--- src/rtl/alu_seq_n.sv ---
// rtl/alu_seq_n.sv - registered WIDTH-bit ALU with handshake, carry chaining, multi-cycle shifts and multiply
module alu_seq_n #(
    parameter int WIDTH = 4
) (
    input  logic             clk,
    input  logic             reset_n,
    input  logic             in_valid,
    output logic             in_ready,
    input  logic [WIDTH-1:0] a,
    input  logic [WIDTH-1:0] b,
    input  logic [3:0]       op,
    output logic             out_valid,
    input  logic             out_ready,
    output logic [WIDTH-1:0] result,
    output logic             c,
    output logic             n,
    output logic             z,
    output logic             v
);
    localparam int CNTW = $clog2(WIDTH) + 1;
    localparam logic [WIDTH-1:0] W_VAL = WIDTH'(WIDTH);
    localparam logic [CNTW-1:0]  W_CNT = CNTW'(WIDTH);
    localparam logic [CNTW-1:0]  CNT_ONE = CNTW'(1);

    localparam logic [3:0] OP_ADD = 4'b0110;
    localparam logic [3:0] OP_SUB = 4'b0111;
    localparam logic [3:0] OP_ADC = 4'b1000;
    localparam logic [3:0] OP_SBC = 4'b1001;
    localparam logic [3:0] OP_SHL = 4'b1010;
    localparam logic [3:0] OP_SHR = 4'b1011;
    localparam logic [3:0] OP_ASR = 4'b1100;
    localparam logic [3:0] OP_MUL = 4'b1101;

    typedef enum logic [1:0] {IDLE, BUSY, DONE} state_t;

    state_t            state;
    logic [3:0]        op_q;
    logic [WIDTH-1:0]  a_q;
    logic [WIDTH-1:0]  sh;
    logic [WIDTH-1:0]  acc;
    logic [CNTW-1:0]   cnt;
    logic              cin_q;

    logic [WIDTH-1:0]  add_b;
    logic              add_ci;
    logic [WIDTH:0]    add_sum;
    logic              add_v;
    logic [WIDTH-1:0]  sc_res;
    logic              sc_c;
    logic              sc_v;
    logic [CNTW-1:0]   k_in;
    logic              go_busy;
    logic [WIDTH:0]    mul_sum;
    logic [WIDTH-1:0]  step_res;
    logic [WIDTH-1:0]  step_hi;
    logic              step_c;
    logic [WIDTH-1:0]  fin_res;
    logic              fin_c;
    logic              fin_v;
    logic              load_done;

    always_comb begin
        add_b  = (op == OP_SUB || op == OP_SBC) ? ~b : b;
        add_ci = 1'b0;
        if (op == OP_SUB)
            add_ci = 1'b1;
        else if (op == OP_ADC || op == OP_SBC)
            add_ci = cin_q;
        add_sum = {1'b0, a} + {1'b0, add_b} + {{WIDTH{1'b0}}, add_ci};
        // carry into the MSB recovered from the sum bit, XORed with carry out
        add_v = a[WIDTH-1] ^ add_b[WIDTH-1] ^ add_sum[WIDTH-1] ^ add_sum[WIDTH];

        sc_res = '0;
        sc_c   = 1'b0;
        sc_v   = 1'b0;
        case (op)
            4'b0000: sc_res = ~a;
            4'b0001: sc_res = ~b;
            4'b0010: sc_res = a & b;
            4'b0011: sc_res = a | b;
            4'b0100: sc_res = a ^ b;
            4'b0101: sc_res = ~(a ^ b);
            OP_ADD, OP_SUB, OP_ADC, OP_SBC: begin
                sc_res = add_sum[WIDTH-1:0];
                sc_c   = add_sum[WIDTH];
                sc_v   = add_v;
            end
            OP_SHL, OP_SHR, OP_ASR: sc_res = a;
            default: sc_res = '0;
        endcase

        k_in    = (b >= W_VAL) ? W_CNT : b[CNTW-1:0];
        go_busy = ((op == OP_SHL || op == OP_SHR || op == OP_ASR) && k_in != '0) || op == OP_MUL;

        // multiply keeps the multiplier in sh; product low bits shift in from the top
        mul_sum  = {1'b0, acc} + (sh[0] ? {1'b0, a_q} : {(WIDTH+1){1'b0}});
        step_res = sh;
        step_hi  = acc;
        step_c   = 1'b0;
        case (op_q)
            OP_SHL: begin
                step_res = {sh[WIDTH-2:0], 1'b0};
                step_c   = sh[WIDTH-1];
            end
            OP_SHR: begin
                step_res = {1'b0, sh[WIDTH-1:1]};
                step_c   = sh[0];
            end
            OP_ASR: begin
                step_res = {sh[WIDTH-1], sh[WIDTH-1:1]};
                step_c   = sh[0];
            end
            OP_MUL: begin
                step_res = {mul_sum[0], sh[WIDTH-1:1]};
                step_hi  = mul_sum[WIDTH:1];
            end
            default: step_res = sh;
        endcase

        if (state == BUSY) begin
            fin_res = step_res;
            fin_c   = step_c;
            fin_v   = (op_q == OP_MUL) && (|step_hi);
        end else begin
            fin_res = sc_res;
            fin_c   = sc_c;
            fin_v   = sc_v;
        end
        load_done = (state == IDLE && in_valid && !go_busy) || (state == BUSY && cnt == CNT_ONE);
    end

    always_ff @(posedge clk) begin
        if (!reset_n) begin
            state     <= IDLE;
            in_ready  <= 1'b1;
            out_valid <= 1'b0;
            result    <= '0;
            c         <= 1'b0;
            n         <= 1'b0;
            z         <= 1'b0;
            v         <= 1'b0;
            cin_q     <= 1'b0;
            op_q      <= '0;
            a_q       <= '0;
            sh        <= '0;
            acc       <= '0;
            cnt       <= '0;
        end else begin
            case (state)
                IDLE: begin
                    if (in_valid) begin
                        op_q     <= op;
                        a_q      <= a;
                        in_ready <= 1'b0;
                        if (go_busy) begin
                            state <= BUSY;
                            cnt   <= (op == OP_MUL) ? W_CNT : k_in;
                            sh    <= (op == OP_MUL) ? b : a;
                            acc   <= '0;
                        end else begin
                            state <= DONE;
                        end
                    end
                end
                BUSY: begin
                    sh  <= step_res;
                    acc <= step_hi;
                    cnt <= cnt - CNT_ONE;
                    if (cnt == CNT_ONE)
                        state <= DONE;
                end
                DONE: begin
                    if (out_ready) begin
                        state     <= IDLE;
                        out_valid <= 1'b0;
                        in_ready  <= 1'b1;
                    end
                end
                default: state <= IDLE;
            endcase
            if (load_done) begin
                out_valid <= 1'b1;
                result    <= fin_res;
                c         <= fin_c;
                n         <= fin_res[WIDTH-1];
                z         <= ~|fin_res;
                v         <= fin_v;
                cin_q     <= fin_c;
            end
        end
    end
endmodule

--- config.mk ---
export PLATFORM = sky130hd
export DESIGN_NAME = alu_seq_n
export DESIGN_NICKNAME = d
export VERILOG_FILES = /design/src/rtl/alu_seq_n.sv
export SDC_FILE = /design/constraint.sdc
export NUM_CORES = 1
export LEC_CHECK = 0
export ABC_AREA = 1
export CORE_AREA = 2 2 81 83
export CTS_BUF_LIST = sky130_fd_sc_hd__clkbuf_8 sky130_fd_sc_hd__clkbuf_16
export CTS_CLUSTER_SIZE = 28
export DETAILED_ROUTE_END_ITERATION = 16
export DIE_AREA = 0 0 83 85
export GPL_TIMING_DRIVEN = 0
export SLEW_MARGIN = 20
export SYNTH_ARGS = -nofsm -noshare
export SYNTH_HDL_FRONTEND = slang
export SYNTH_SLANG_ARGS = --single-unit
--- constraint.sdc ---
create_clock -name clk -period 6.9 [get_ports clk]
set_clock_uncertainty 0.15 [all_clocks]
set_input_delay 2.07 -clock clk [delete_from_list [all_inputs] [get_ports clk]]
set_output_delay 2.07 -clock clk [all_outputs]
set_load 0.1 [all_outputs]
# --- Word level (Yosys, flattened, before mapping) ---
# Index checks and enable logic that the tools add are counted.
word_totals:
  memories: 0
  ram_bits: 0
  register_bits: 31
  out_inout_bits: 10
  mem_bits_ro: 0
  latch_bits: 0
classes:
  order_cmp: 1
  n_bitwise: 9
  mux: 36
  n_reduce_logical: 30
  eq_ne: 24
  div: 0
  shifts: 0
  multipliers: 0
  add_sub_neg: 4
op_table:
  columns: ["op", "count"]
  rows:
  - ["4-bit equality test, second input constant", 10]
  - ["4-bit two-way mux", 9]
  - ["4-bit one-hot mux with 8 select lines", 1]
  - ["4-bit by 3-bit equality test with 1-bit output, second input constant", 4]
  - ["4-bit one-hot mux with 2 select lines", 2]
  - ["4-bit one-hot mux with 4 select lines", 1]
  - ["3-bit two-way mux", 4]
  - ["4-bit inverter", 3]
  - ["4-bit OR reduction", 3]
  - ["1-bit two-way mux", 11]
  - ["4-bit by 4-bit adder with 5-bit output", 2]
  - ["3-bit AND reduction", 3]
  - ["4-bit by 2-bit equality test with 1-bit output, second input constant", 2]
  - ["2-bit two-way mux", 4]
  - ["2-bit nonzero test", 4]
  - ["1-bit logical OR", 6]
  - ["2-bit != test, second input constant", 3]
  - ["2-bit one-hot mux with 3 select lines", 1]
  - ["3-bit one-hot mux with 2 select lines", 1]
  - ["5-bit by 1-bit adder with 5-bit output", 1]
  - ["1-bit logical AND", 5]
  - ["4-bit bitwise AND", 1]
  - ["4-bit by 1-bit equality test with 1-bit output, second input constant", 1]
  - ["4-bit by 3-bit greater-or-equal comparator with 1-bit output, second input constant", 1]
  - ["16 further kinds", 21]

# --- Logic depth before layout (Yosys ltp) ---
# Gate-level depths: netlist of run 1.
logic_depth:
  depth_word: 10
  ltp_mapped: 17

# --- Worst setup path before layout of run 1 ---
# OpenSTA, ideal clock, no wires.
synth_timing:
  kind: "input to register"
  from: "in op[1]"
  to: "reg z"
  cell_stages: 16
  setup_time_ns: 0.072
  arrival_time_ns: 4.302
  setup_slack_ns: 2.376
  path_cell_list: "buf_4 -> nand3_1 -> a21oi_1 -> xor2_1 -> fa_1 -> inv_1 -> fa_1 -> inv_1 -> or2_2 -> nand3_1 -> nand3_1 -> nor2_1 -> nor2_1 -> nor2_2 -> nand3_1 -> a21oi_1"
synth_between:
  elab_chain_len: 9
synth_lines:
  columns: ["element", "line", "text"]
  rows:
  - ["from (decl)", "11", "input logic [3:0] op,"]
  - ["4-bit by 3-bit equality test with 1-bit output (tied with other cells)", "63, 65, 76", null]
  - ["1-bit logical OR (on tied branches)", "63, 67", null]
  - ["4-bit two-way mux / 1-bit two-way mux (equally long branches)", "63, 67", null]
  - ["4-bit by 4-bit adder with 5-bit output / 1-bit two-way mux (equally long branches)", "69, 65", null]
  - ["5-bit by 1-bit adder with 5-bit output", "69", "add_sum = {1'b0, a} + {1'b0, add_b} + {{WIDTH{1'b0}}, add_ci};"]
  - ["4-bit one-hot mux with 8 select lines", "76", "case (op)"]
  - ["4-bit two-way mux", "120", "if (state == BUSY) begin"]
  - ["4-bit OR reduction", "186", "z <= ~|fin_res;"]
  - ["1-bit zero test", "186", null]
  - ["to (signal assigned)", "186", null]
  - ["to (decl)", "17", "output logic z,"]
# Parallel ways exist; a longest one is shown, timed or not.
# A chain may end at the register's enable or synchronous reset.

# --- Worst setup path after layout of run 1 ---
layout_timing:
  from: "in op[2]"
  to: "reg z"
# The elaborated chain is that of the path after synthesis.

==> results of run 1 <==
[power breakdown]
| group | switching [mW] | internal, mW |
|---|---|---|
| registers | 0.00941 | 0.188 |
| logic | 0.129 | 0.0586 |
| clock network | 0.0691 | 0.105 |
| total | 0.207 | 0.352 |
[routing by layer]
metal  global-route usage (%)  share of wire [%]  up-vias
met4                     4.92                1.9        0
met1                     27.0                 48     1095
met2                     31.2                 44       65
met3                     4.18                5.6       15
met5                        0                  0        -
li1                         -                  -     1313
[cells by family (layout without fill, tap and decap cells)]
logic type	count (synthesis)	in the layout	share of synthesized area, %
simple gates	182	182	32.9
xor+xnor	7	7	2.52
flops	30	30	24.7
mux	1	1	0.412
compound gates	78	78	17.3
fa+ha+maj	20	20	11.2
buf+inv	62	95	11.0
[state kept, by name, summed over array words and instances, names as in the netlist]
register and count:
v 1, state 2, acc 4, cnt 3
result 4, sh 4, z 1, out_valid 1
cin_q 1, in_ready 1, op_q 4, a_q 4
[cell type report]
class | count | area [µm²] | share of cell area [%]
Buffer | 11 | 75.1 | 2.60
Clock buffer | 5 | 68.8 | 2.39
Sequential cell | 30 | 601 | 20.8
Clock inverter | 3 | 37.5 | 1.30
Multi-Input combinational cell | 288 | 1560 | 54.2
Inverter | 51 | 191 | 6.64
Timing Repair Buffer | 25 | 250 | 8.68
Tap cell | 77 | 96.3 | 3.34
[synthesized netlist by cell type, drive strengths merged (2+ instances only)]
master and number:
a21oi 35, buf 7, clkbuf 4, dfxtp 30, fa 3, ha 17
inv 50, nand2 93, nand3 25, nand4 19, nor2 40, o211ai 2
o21ai 33, o21bai 2, or2 5, xnor2 3, xor2 4
[path summary, 6_finish.rpt]
check        startpoint        end  slack [ns]  depth (start not counted)
min reg2reg   out_valid  out_valid        0.32                          2
min           out_valid  out_valid        0.32                          2
max               op[2]          z        1.74                         17
max reg2reg       cin_q          z        4.46                         14
[metrics by stage]
stage          setup slack, ns  power (mW)
6_report                  1.74       0.559
3_5_place_dp              1.44       0.388
3_3_place_gp              1.44       0.387
2_1_floorplan             2.38       0.336
4_1_cts                   1.73       0.561
5_1_grt                   1.40       0.590
[tightest hold or removal path, cell delays in order, from the launching register on]
cell	delay, ns
dfxtp_1	0.31
nand2_1	0.06
a21oi_1	0.06
==> flow_summary_export.csv, run 1 <==
group,metric,value,unit
run_status,status,"complete, no violations",
routing,drt_pass1_iterations,4,
sta,fin_crit,5.16,ns
layout,finish.net_count,448,
synthesis,synth_top_area_share,24.7,%
clock_tree,cts_setup_buffers,0,
routing,dr.first_iter.drc_count,159,
grt,gr-total-overflow,0,
grt,grt_pass1_wl,11200,µm
routing,wl,6520,µm
sta,timing.hold.ws,0.321,ns
clock_tree,insertion_delay,0.29,ns
floorplanning,die_area,7060,µm²
synthesis,synth_area,2430,µm²
placement,place_area,2780,µm²
routing,drt-wirelength-per-cell,13.3,µm
clock_tree,cts-root-buf,"clkbuf_8",
sta,setup_viol_count_final,0,
placement,dpl.cell_count,482,
min_path,worstHoldPathType,"reg2reg",
clock_tree,cts_tree,"built",
setup_path,path_common_cell,"nand3_1",
synthesis,synthTopCellsByArea,"dfxtp_1 25%, nand2_1 14%, ha_1 8.8%",
setup_path,cp-start-kind,"primary input",
power,max-vdd-ir-drop,125,µV
sta,relSlewSlack,35.0,%
setup_path,worstPathCellList,"clkdlybuf4s50_1 -> inv_1 -> nand3_1 -> a21oi_1 -> xor2_1 -> fa_1 -> inv_1 -> fa_1 -> inv_1 -> or2_2 -> nand3_1 -> nand3_1 -> nor2_1 -> nor2_1 -> nor2_2 -> nand3_1 -> a21oi_1",
floorplanning,io_pins,26,
clock_tree,holdBufCountCts,0,
placement,io_buffers,25,
routing,drc,0,
floorplanning,core_area,6200,µm²
layout,final_common_cell,"nand2_1",
floorplanning,die_x,83,µm
grt,first_global_vias,2384,
clock_tree,numCtsBuffers,5,
routing,via_count,2488,
synthesis,yosysUniqueCellTypes,33,
clock_tree,max-clock-path-buffers,2,
run,maxCapViolations,0,
sta,final_max_slew_viol_count,0,
sta,hold_viol,0,
setup_path,worstPathRequired,6.97,ns
synthesis,ys_seq_area_share,24.7,%
layout,diodes,0,
synthesis,ys_warn_count,0,
grt,grt.total_usage,19.5,%
layout,final_cell_mix,"89 x nand2_1, 49 x inv_1, 36 x nor2_1",
clock_tree,cts.htree.levels,2,
layout,syn_to_final_growth,18.6,%
setup_path,endpoint_kind,"register",
setup_path,arrival,5.23,ns
synthesis,synth_cells,380,
power,power_density,194,nW/µm²
sta,rsz0062_at_grt,"no",
sta,worst_pin_slew,0.972,ns
synthesis,synth_seq_cells,30,
synthesis,dominantRegCellSynth,"dfxtp_1",
setup_path,slowest_delay,0.49,ns
layout,utilization,46.5,%
synthesis,synth_edf_count,0,
placement,dp_hpwl,5130,µm
sta,finalCritPeriodShare,74.8,%
synthesis,synth.avg_cell_area,6.39,µm²
setup_path,path_class,"in2reg",
sta,fmax,194,MHz
grt,grt_max_degree,11,
floorplanning,core.rowCount,29,
power,p_leak,1.38,nW
layout,n_fill_cell,648,
routing,ant_nets,0,
layout,final_area,2880,µm²
layout,drive_gt1_share,7.26,%
clock_tree,clk_pin_slew,0.07,ns
setup_path,crit_family,"simple AND/OR/NAND/NOR gates",
placement,place_congestion,0.943,
floorplanning,die_h,85,µm
floorplanning,start_util,39.2,%
routing,via_per_inst,5.08,
synthesis,synth-async-reset-ratio,0,%
setup_path,crit_slowest_cell,"clkdlybuf4s50_1",
clock_tree,cts_resized,0,
grt,antenna_found_initial,0,
synthesis,syn-num-nets,416,
setup_path,worst-path-buf-inv,4,
synthesis,yosysTopAreaCell,"dfxtp_1",
sta,fin_setup_tns,0,ns
setup_path,cp_max_fo,5,
layout,fin_cells,490,
clock_tree,cts_sinks,30,
No activity file was read; power rests on OpenSTA's default activity.
==> run 2, diff against run 1 <==
Clock period 6.9 ns to 5 ns, I/O delays scaled along.
==> results of run 2 <==
Same layout as run 1 (identical final DEF). Status: complete, no violations.
Among the figures that moved: setup slack after placement 1.44 ns -> 0.110 ns; setup slack after layout 1.74 ns -> 0.407 ns; register-to-register setup slack 4.46 ns -> 2.56 ns; total power 0.559 mW -> 0.771 mW; worst IR drop on VDD 125 µV -> 172 µV
